===== src/rtl/mem_pkg.sv =====
// Shared types and helpers for the MEM-stage load/store engine.
// Latency: n/a (types, constants and pure functions only).
// Backpressure: n/a.
package mem_pkg;

  // Access FSM states
  typedef enum logic [1:0] {
    IDLE = 2'd0,
    WAIT = 2'd1,
    DONE = 2'd2
  } state_t;

  // Load-type codes carried on RegWriteM
  localparam logic [2:0] LB  = 3'd1;
  localparam logic [2:0] LH  = 3'd2;
  localparam logic [2:0] LW  = 3'd3;
  localparam logic [2:0] LBU = 3'd4;
  localparam logic [2:0] LHU = 3'd5;

  // Timeout counter width for the default timeout
  localparam int TIMEOUT_CYCLES_DFLT = 64;
  localparam int TO_W = $clog2(TIMEOUT_CYCLES_DFLT);

  // Counter width for an arbitrary timeout; at least one bit
  function automatic int cnt_width(input int n);
    return (n < 2) ? 1 : $clog2(n);
  endfunction

  // Access size comes from the load type for loads and from the byte mask for stores
  function automatic logic is_misaligned(input logic       is_ld,
                                         input logic [2:0] lt,
                                         input logic [3:0] mask,
                                         input logic [1:0] off);
    logic half;
    logic word;
    half = is_ld ? ((lt == LH) || (lt == LHU)) : (mask == 4'b0011);
    word = is_ld ? (lt == LW) : (mask == 4'b1111);
    return (half & off[0]) | (word & (off != 2'b00));
  endfunction

endpackage


===== src/rtl/load_extender.sv =====
// Selects the addressed byte/halfword/word of a read word and sign/zero-extends it.
// Latency: combinational.
// Backpressure: none.
module load_extender
  import mem_pkg::*;
(
  input  logic [31:0] word,
  input  logic [1:0]  offset,
  input  logic [2:0]  ld_type,
  output logic [31:0] result
);

  logic [7:0]  sel_b;
  logic [15:0] sel_h;

  // Lane select then extension; unknown types pass the full word through
  always_comb begin
    sel_b  = word[{offset, 3'b000} +: 8];
    sel_h  = offset[1] ? word[31:16] : word[15:0];
    result = word;
    case (ld_type)
      LB:      result = {{24{sel_b[7]}}, sel_b};
      LBU:     result = {24'h0, sel_b};
      LH:      result = {{16{sel_h[15]}}, sel_h};
      LHU:     result = {16'h0, sel_h};
      default: result = word;
    endcase
  end

endmodule


===== src/rtl/mem_access_unit.sv =====
// MEM-stage load/store engine: one word-aligned req/ack access per instruction, extended load data out.
// Latency: req 1 cycle after access seen; min 3 stalled-to-advance cycles (IDLE, WAIT, DONE), abort after TIMEOUT_CYCLES WAIT cycles.
// Backpressure: StallM freezes the pipeline while an access is starting or outstanding; MEM_MISALIGN_CHK_EN adds MisalignM and the alignment check.
module mem_access_unit
  import mem_pkg::*;
#(
  parameter int          TIMEOUT_CYCLES = 64,
  parameter logic [31:0] LOAD_DATA_RST  = 32'h0
) (
  input  logic        clk,
  input  logic        rst_n,
  input  logic [31:0] AluOutM,
  input  logic [31:0] StoreDataM,
  input  logic [3:0]  MemWriteM,
  input  logic        MemToRegM,
  input  logic [2:0]  RegWriteM,
  input  logic        ClearM,
  output logic        MemReq,
  output logic [3:0]  MemWe,
  output logic [31:0] MemAddr,
  output logic [31:0] MemWData,
  input  logic [31:0] MemRData,
  input  logic        MemAck,
  output logic        StallM,
  output logic [31:0] LoadDataM,
  output logic        BusErrM
`ifdef MEM_MISALIGN_CHK_EN
  ,
  output logic        MisalignM
`endif
);

  localparam int               CNT_W    = cnt_width(TIMEOUT_CYCLES);
  localparam logic [CNT_W-1:0] CNT_LAST = CNT_W'(TIMEOUT_CYCLES - 1);

  state_t           state;
  logic [CNT_W-1:0] cnt;
  logic             lat_load;
  logic [2:0]       lat_type;
  logic [1:0]       lat_off;
  logic             access;
  logic             bad_align;
  logic [1:0]       off;
  logic [31:0]      ext_data;

  assign off    = AluOutM[1:0];
  assign access = (MemToRegM | (|MemWriteM)) & ~ClearM;
  // Stall covers the cycle the access is seen plus every outstanding cycle; DONE lets the pipe advance
  assign StallM = ((state == IDLE) & access) | (state == WAIT);

`ifdef MEM_MISALIGN_CHK_EN
  assign bad_align = is_misaligned(MemToRegM, RegWriteM, MemWriteM, off);
`else
  assign bad_align = 1'b0;
`endif

  load_extender u_ext (
    .word    (MemRData),
    .offset  (lat_off),
    .ld_type (lat_type),
    .result  (ext_data)
  );

  // Access FSM with registered memory-port outputs, result and error pulses
  always_ff @(posedge clk or negedge rst_n) begin
    if (!rst_n) begin
      state     <= IDLE;
      cnt       <= '0;
      lat_load  <= 1'b0;
      lat_type  <= 3'd0;
      lat_off   <= 2'b00;
      MemReq    <= 1'b0;
      MemWe     <= 4'h0;
      MemAddr   <= 32'h0;
      MemWData  <= 32'h0;
      LoadDataM <= LOAD_DATA_RST;
      BusErrM   <= 1'b0;
`ifdef MEM_MISALIGN_CHK_EN
      MisalignM <= 1'b0;
`endif
    end else begin
      BusErrM <= 1'b0;
`ifdef MEM_MISALIGN_CHK_EN
      MisalignM <= 1'b0;
`endif
      case (state)
        IDLE: begin
          if (access && bad_align) begin
            // Rejected before reaching the bus: no request, result forced to the abort value
            LoadDataM <= LOAD_DATA_RST;
`ifdef MEM_MISALIGN_CHK_EN
            MisalignM <= 1'b1;
`endif
            state     <= DONE;
          end else if (access) begin
            // Enables shifted past lane 3 fall off the 4-bit vector rather than wrapping
            MemAddr  <= {AluOutM[31:2], 2'b00};
            MemWe    <= MemWriteM << off;
            MemWData <= StoreDataM << {off, 3'b000};
            lat_load <= MemToRegM;
            lat_type <= RegWriteM;
            lat_off  <= off;
            cnt      <= '0;
            MemReq   <= 1'b1;
            state    <= WAIT;
          end
        end
        WAIT: begin
          // ClearM is not looked at here: an issued access always runs to completion
          if (MemAck) begin
            MemReq <= 1'b0;
            if (lat_load) begin
              LoadDataM <= ext_data;
            end
            state <= DONE;
          end else if (cnt == CNT_LAST) begin
            MemReq    <= 1'b0;
            LoadDataM <= LOAD_DATA_RST;
            BusErrM   <= 1'b1;
            state     <= DONE;
          end else begin
            cnt <= cnt + 1'b1;
          end
        end
        DONE: begin
          // Pipeline advances this cycle; the same instruction is still on the inputs, so never retrigger
          state <= IDLE;
        end
        default: state <= IDLE;
      endcase
    end
  end

endmodule


===== config.mk =====
export PLATFORM = sky130hd
export DESIGN_NAME = mem_access_unit
export DESIGN_NICKNAME = d
export VERILOG_FILES = /design/src/rtl/mem_pkg.sv /design/src/rtl/load_extender.sv /design/src/rtl/mem_access_unit.sv
export SDC_FILE = /design/constraint.sdc
export NUM_CORES = 1
export LEC_CHECK = 0
export BUFFER_PORTS_ARGS = -buffer_cell sky130_fd_sc_hd__buf_4
export CORE_MARGIN = 2
export CORE_UTILIZATION = 45
export DETAILED_ROUTE_END_ITERATION = 10
export PLACE_DENSITY = 0.74
export REMOVE_ABC_BUFFERS = 1
export SYNTH_ARGS = -nofsm -noshare
export SYNTH_HDL_FRONTEND = slang
export SYNTH_SLANG_ARGS = --single-unit

===== constraint.sdc =====
create_clock -name clk -period 2.02 [get_ports clk]
set_input_delay 0.101 -clock clk [delete_from_list [all_inputs] [get_ports clk]]
set_output_delay 0.101 -clock clk [all_outputs]
set_load 0.05 [all_outputs]

; Word-level counts from Yosys, hierarchy flattened
; Cells that the tools add are included.
[word_totals]
reg_bits = 114
elab_cells = 60
[op_classes]
add_sub_neg = 1
eq_ne = 11
shifts = 3
muxes = 20
n_bitwise = 5
reduce_logical = 9
[op_table]
columns = cell, count
row1 = case mux 32 bit (4 select lines), 1
row2 = 2-to-1 mux 32 bit, 3
row3 = variable part select 32 x 6 -> 8 bit, 1
row4 = left shift 32 x 5 -> 32 bit, 1
row5 = 2-to-1 mux 6 bit, 3
row6 = 2-to-1 mux 16 bit, 1
row7 = case mux 6 bit (2 select lines), 1
row8 = adder 6 x 1 -> 6 bit (second input constant), 1
row9 = equality test 3 bit (second input constant), 2
row10 = equality test 6 bit (second input constant), 1
row11 = 2-to-1 mux 1 bit, 6
row12 = 2-to-1 mux 2 bit, 3
row13 = inequality test 2 bit (second input constant), 3
row14 = AND reduction 3 bit, 2
row15 = case mux 2 bit (2 select lines), 1
row16 = AND reduction 2 bit, 2
row17 = AND reduction 4 bit, 1
row18 = nonzero test 2 bit, 2
row19 = OR reduction 4 bit, 1
row20 = left shift 4 x 2 -> 4 bit, 1
row21 = equality test 3 x 1 -> 1 bit (second input constant), 1
row22 = equality test 3 x 2 -> 1 bit (second input constant), 1
row23 = inequality test 3 x 2 -> 1 bit (second input constant), 1
row24 = bitwise AND 1 bit, 2
row25 = 6 further kinds, 7

; Longest topological paths before layout
[logic_depth]
ltp_word = 5
ltp_mapped = 7

; Cells and area by module
; A second synthesis with hierarchy kept.
[unflattened]
cells_unflattened = 566
hier_area_um2 = 5915.7
[modules_own_cells]
columns = module, instances, cells_each, area_per_inst_um2, seq_area_each_um2
row1 = mem_access_unit, 1, 392, 4804.6, 2852.7
row2 = load_extender, 1, 174, 1111.1, 0.0

; Least setup slack after synthesis
; Ideal clock, no wire load.
[synth_timing]
path_kind = reg2out
from = reg state[1]
to = out StallM
arrival_ns = 1.621
t_required_ns = 1.919
path_slack_ns = 0.298
path_stages_with_launch = 6
n_path_buf = 2
cell_sequence = dfrtp_1 nor3_1 o21ai_4 buf_4 buf_4 nand2_1
[synth_via]
elab_chain_len = 3
elab_cells_between_ends = 4
[synth_rtl]
columns = element, line
row1 = "start, declared", mem_access_unit.sv:36  ; state_t state;
row2 = "start signal, assigned", mem_access_unit.sv:67  ; state <= IDLE;
row3 = "start signal, assigned", mem_access_unit.sv:94  ; state <= DONE;
row4 = "start signal, assigned", mem_access_unit.sv:105  ; state <= WAIT;
row5 = logical NOT 2 bit, mem_access_unit.sv:49  ; assign StallM = ((state == IDLE) & access) | (state == WAIT);
row6 = bitwise AND 1 bit, mem_access_unit.sv:49
row7 = OR 1 bit (*), mem_access_unit.sv:49
row8 = "end, declared", mem_access_unit.sv:24  ; output logic StallM,
; Every way passes the cells marked *; elsewhere a longest branch is shown, timed or not.

; Worst setup path after layout
[layout_timing]
from = in MemToRegM
to = out StallM
[layout_via]
elab_chain_len = 4
[layout_rtl]
columns = element, line
row1 = "start, declared", mem_access_unit.sv:15  ; input logic MemToRegM,
row2 = OR 1 bit, mem_access_unit.sv:47  ; assign access = (MemToRegM | (|MemWriteM)) & ~ClearM;
row3 = bitwise AND 1 bit, mem_access_unit.sv:47
row4 = bitwise AND 1 bit, mem_access_unit.sv:49
row5 = OR 1 bit, mem_access_unit.sv:49
; Every way passes these cells.

==> reports/qor.csv <==
metric;value;unit
status;complete, no violations;
synth_area_leader_cell;dfrtp_1;
crit_path_end_kind;output pin;
synth_edf_count;0;
die_h;115;um
p_leak;4.33;nW
yosysTopAreaCellShare;51.5;%
hp-class;in2reg;
dr.pass1.iters;5;
cts_tree;done;
final-setup-viol-count;0;
worstHoldStart;MemRData[9];
synth_top_family_by_area;simple AND/OR/NAND/NOR gates;
routed_via_density;5.23;
diodes;0;
vias;5538;
synth_most_common_cell;nand2_1;
grt_pass1_vias;5576;
dp_hpwl;11300;um
postRouteAntennaNets;0;
place_area;0.00729;mm2
power.density;1570;mW/mm2
min_to;LoadDataM[9];
fin_crit;1.87;ns
synthXorXnorAreaFrac;0.791;%
track_usage;26.1;%
finClkSkew;0.00887;ns
stdcell_count;1059;
design_area;0.00850;mm2
cap_violations;0;
clkLatencyLatePin;0.41;ns
r2r_start;lat_type[1];
post-route-util;70.8;%
wl_per_cell;15.9;um
final_hold_viol_count;0;
critPathKind;in2out;
synth_compound_area_share;12.9;%
rsz0062_at_grt;false;
portBuffers;208;
syn_avg_cell_area;8.88;um2
layout-drive-gt1-share;29.9;%
hold_ws;0.0103;ns
fin_crit_sh;92.7;%
synth_seq_cells;114;
rr_endpoint;LoadDataM[28];
synth_common_cells;nand2_1, dfrtp_1, nor2_1;
yosys.area_share.simple;22.2;%
syn_area;0.00554;mm2
synth_adder_area_share;0.407;%
synth_area_leaders;dfrtp_1, nand2_1, mux2i_1;
cp.required;1.92;ns
path_max_fanout;6;
cp_data_arrival_time;1.77;ns
io_pins;211;
placed_cells;958;
design.core.area;0.0120;mm2
syn_inst;623;
grt_max_degree;74;
max_freq;534;MHz
numCtsBuffers;17;
synth_mux_area_share;8.00;%
cp-startpoint;MemToRegM;
slew-limit-headroom;40.1;%
r2r_cells;4;
synth_seq_area_share;51.5;%
h-tree-depth;4;
synth.distinct_cells;45;
ys_warn_count;0;
antenna_found_initial;0;
clock_sinks;114;
grt-ovfl-total;0;
synth_ff_type;dfrtp_1;
first_iter_violations;388;
drv_slew;0;
worstMarginPinSlew;0.894;ns
fin_nets;1013;
drc;0;
die_w;115;um
floorplan.initialDensity;46.1;%
area_growth;53.6;%
start_kind;input port;
grt_pass1_wl;27100;um
rrSetupSlack;0.17;ns
gp_congestion;0.849;
cts_resized;0;
wl;16800;um
fp-row-count;40;
vdd_drop_max;0.000811;V
path_clk_slew;0.05;ns
dieArea;0.0132;mm2
hold-path-cell-count;3;
root_buffer;clkbuf_16;
n_fill_cell;894;
p_total;0.0133;W
clockBufferDepth;2;
async_flop_share;100;%
-- sequential cells by signal, indices dropped and copies added (netlist names) --
signal and count:
BusErrM 1, cnt 6, state 2, MemWData 32, lat_load 1, LoadDataM 32, lat_off 2, MemReq 1
MemWe 4, lat_type 3, MemAddr 30
-- power by group --
group | switching [W] | total (W) | internal, W
combinational | 0.00487 | 0.00706 | 0.00219
sequential | 0.000567 | 0.00372 | 0.00316
clock | 0.000946 | 0.00254 | 0.00159
-- placed cells by master, fill, tap and decap left out, types with 4 or more instances in the layout --
master         instances
mux2i_1               33
o211ai_1              10
a22oi_1               12
clkbuf_16             17
nand2_1              216
buf_12                 4
mux2_2                10
buf_4                230
dfrtp_1              114
nor2_1                53
o221ai_1              15
a21oi_1               11
dlygate4sd3_1         69
clkbuf_1               7
nand3_1               16
o21ai_0               35
inv_1                  4
o21ai_1                4
o31ai_1                9
-- kinds of logic (layout without fill, tap and decap cells) --
family	Yosys count	count (layout)
buffers and inverters	46	334
muxes	43	43
AOI/OAI and AO/OA	106	106
DFF	114	114
xor gates and xnor gates	5	5
other	1	2
and+or+nand+nor	306	306
adders and majority gates	2	2
-- how the worst max path moves through the flow --
stage | endpoint | slack (ns) | depth (start not counted)
after floorplan | MemWData[16] | -0.47 | 4
after global placement | cnt[5] | 0.24 | 6
after detailed placement | cnt[5] | 0.18 | 6
after CTS | StallM | 0.07 | 6
after global routing | cnt[5] | 0.04 | 6
final | StallM | 0.15 | 6
-- area by class of cell --
type | count | area [um2] | share of cell area (%)
clock buffer | 26 | 479 | 5.64
clock inverter | 1 | 5.00 | 0.0589
inverter | 4 | 15.0 | 0.177
multi-input combinational | 464 | 2470 | 29.0
sequential | 114 | 2850 | 33.5
tap | 147 | 184 | 2.16
timing repair buffer | 303 | 2500 | 29.4
-- critical path, cell delays in order --
cell and delay (ns):
dlygate4sd3_1 0.54, buf_4 0.14, or4_4 0.43, o21ai_4 0.25, nand2_1 0.10, buf_4 0.20
-- metrics by stage --
| stage | setup TNS (ns) | setup slack [ns] |
|---|---|---|
| 6_report | 0 | 0.148 |
| 5_1_grt | 0 | 0.0369 |
| 4_1_cts | 0 | 0.0746 |
| 3_5_place_dp | 0 | 0.180 |
| 3_3_place_gp | 0 | 0.241 |
| 2_1_floorplan | -18.88 | -0.467 |
-- timing repair --
action	4_1_cts	5_1_grt
endpoints found under the setup margin	0	1
hold endpoints to repair	108	0
hold buffers	69	0
buffers inserted	0	5
-- metal layers --
metal | wire length, um | global-route usage [%]
met5 | 0 | 0
met4 | 376 | 9.48
met3 | 1380 | 8.96
met2 | 8110 | 43.3
met1 | 6950 | 31.6
No activity file was read; power rests on OpenSTA's default activity.
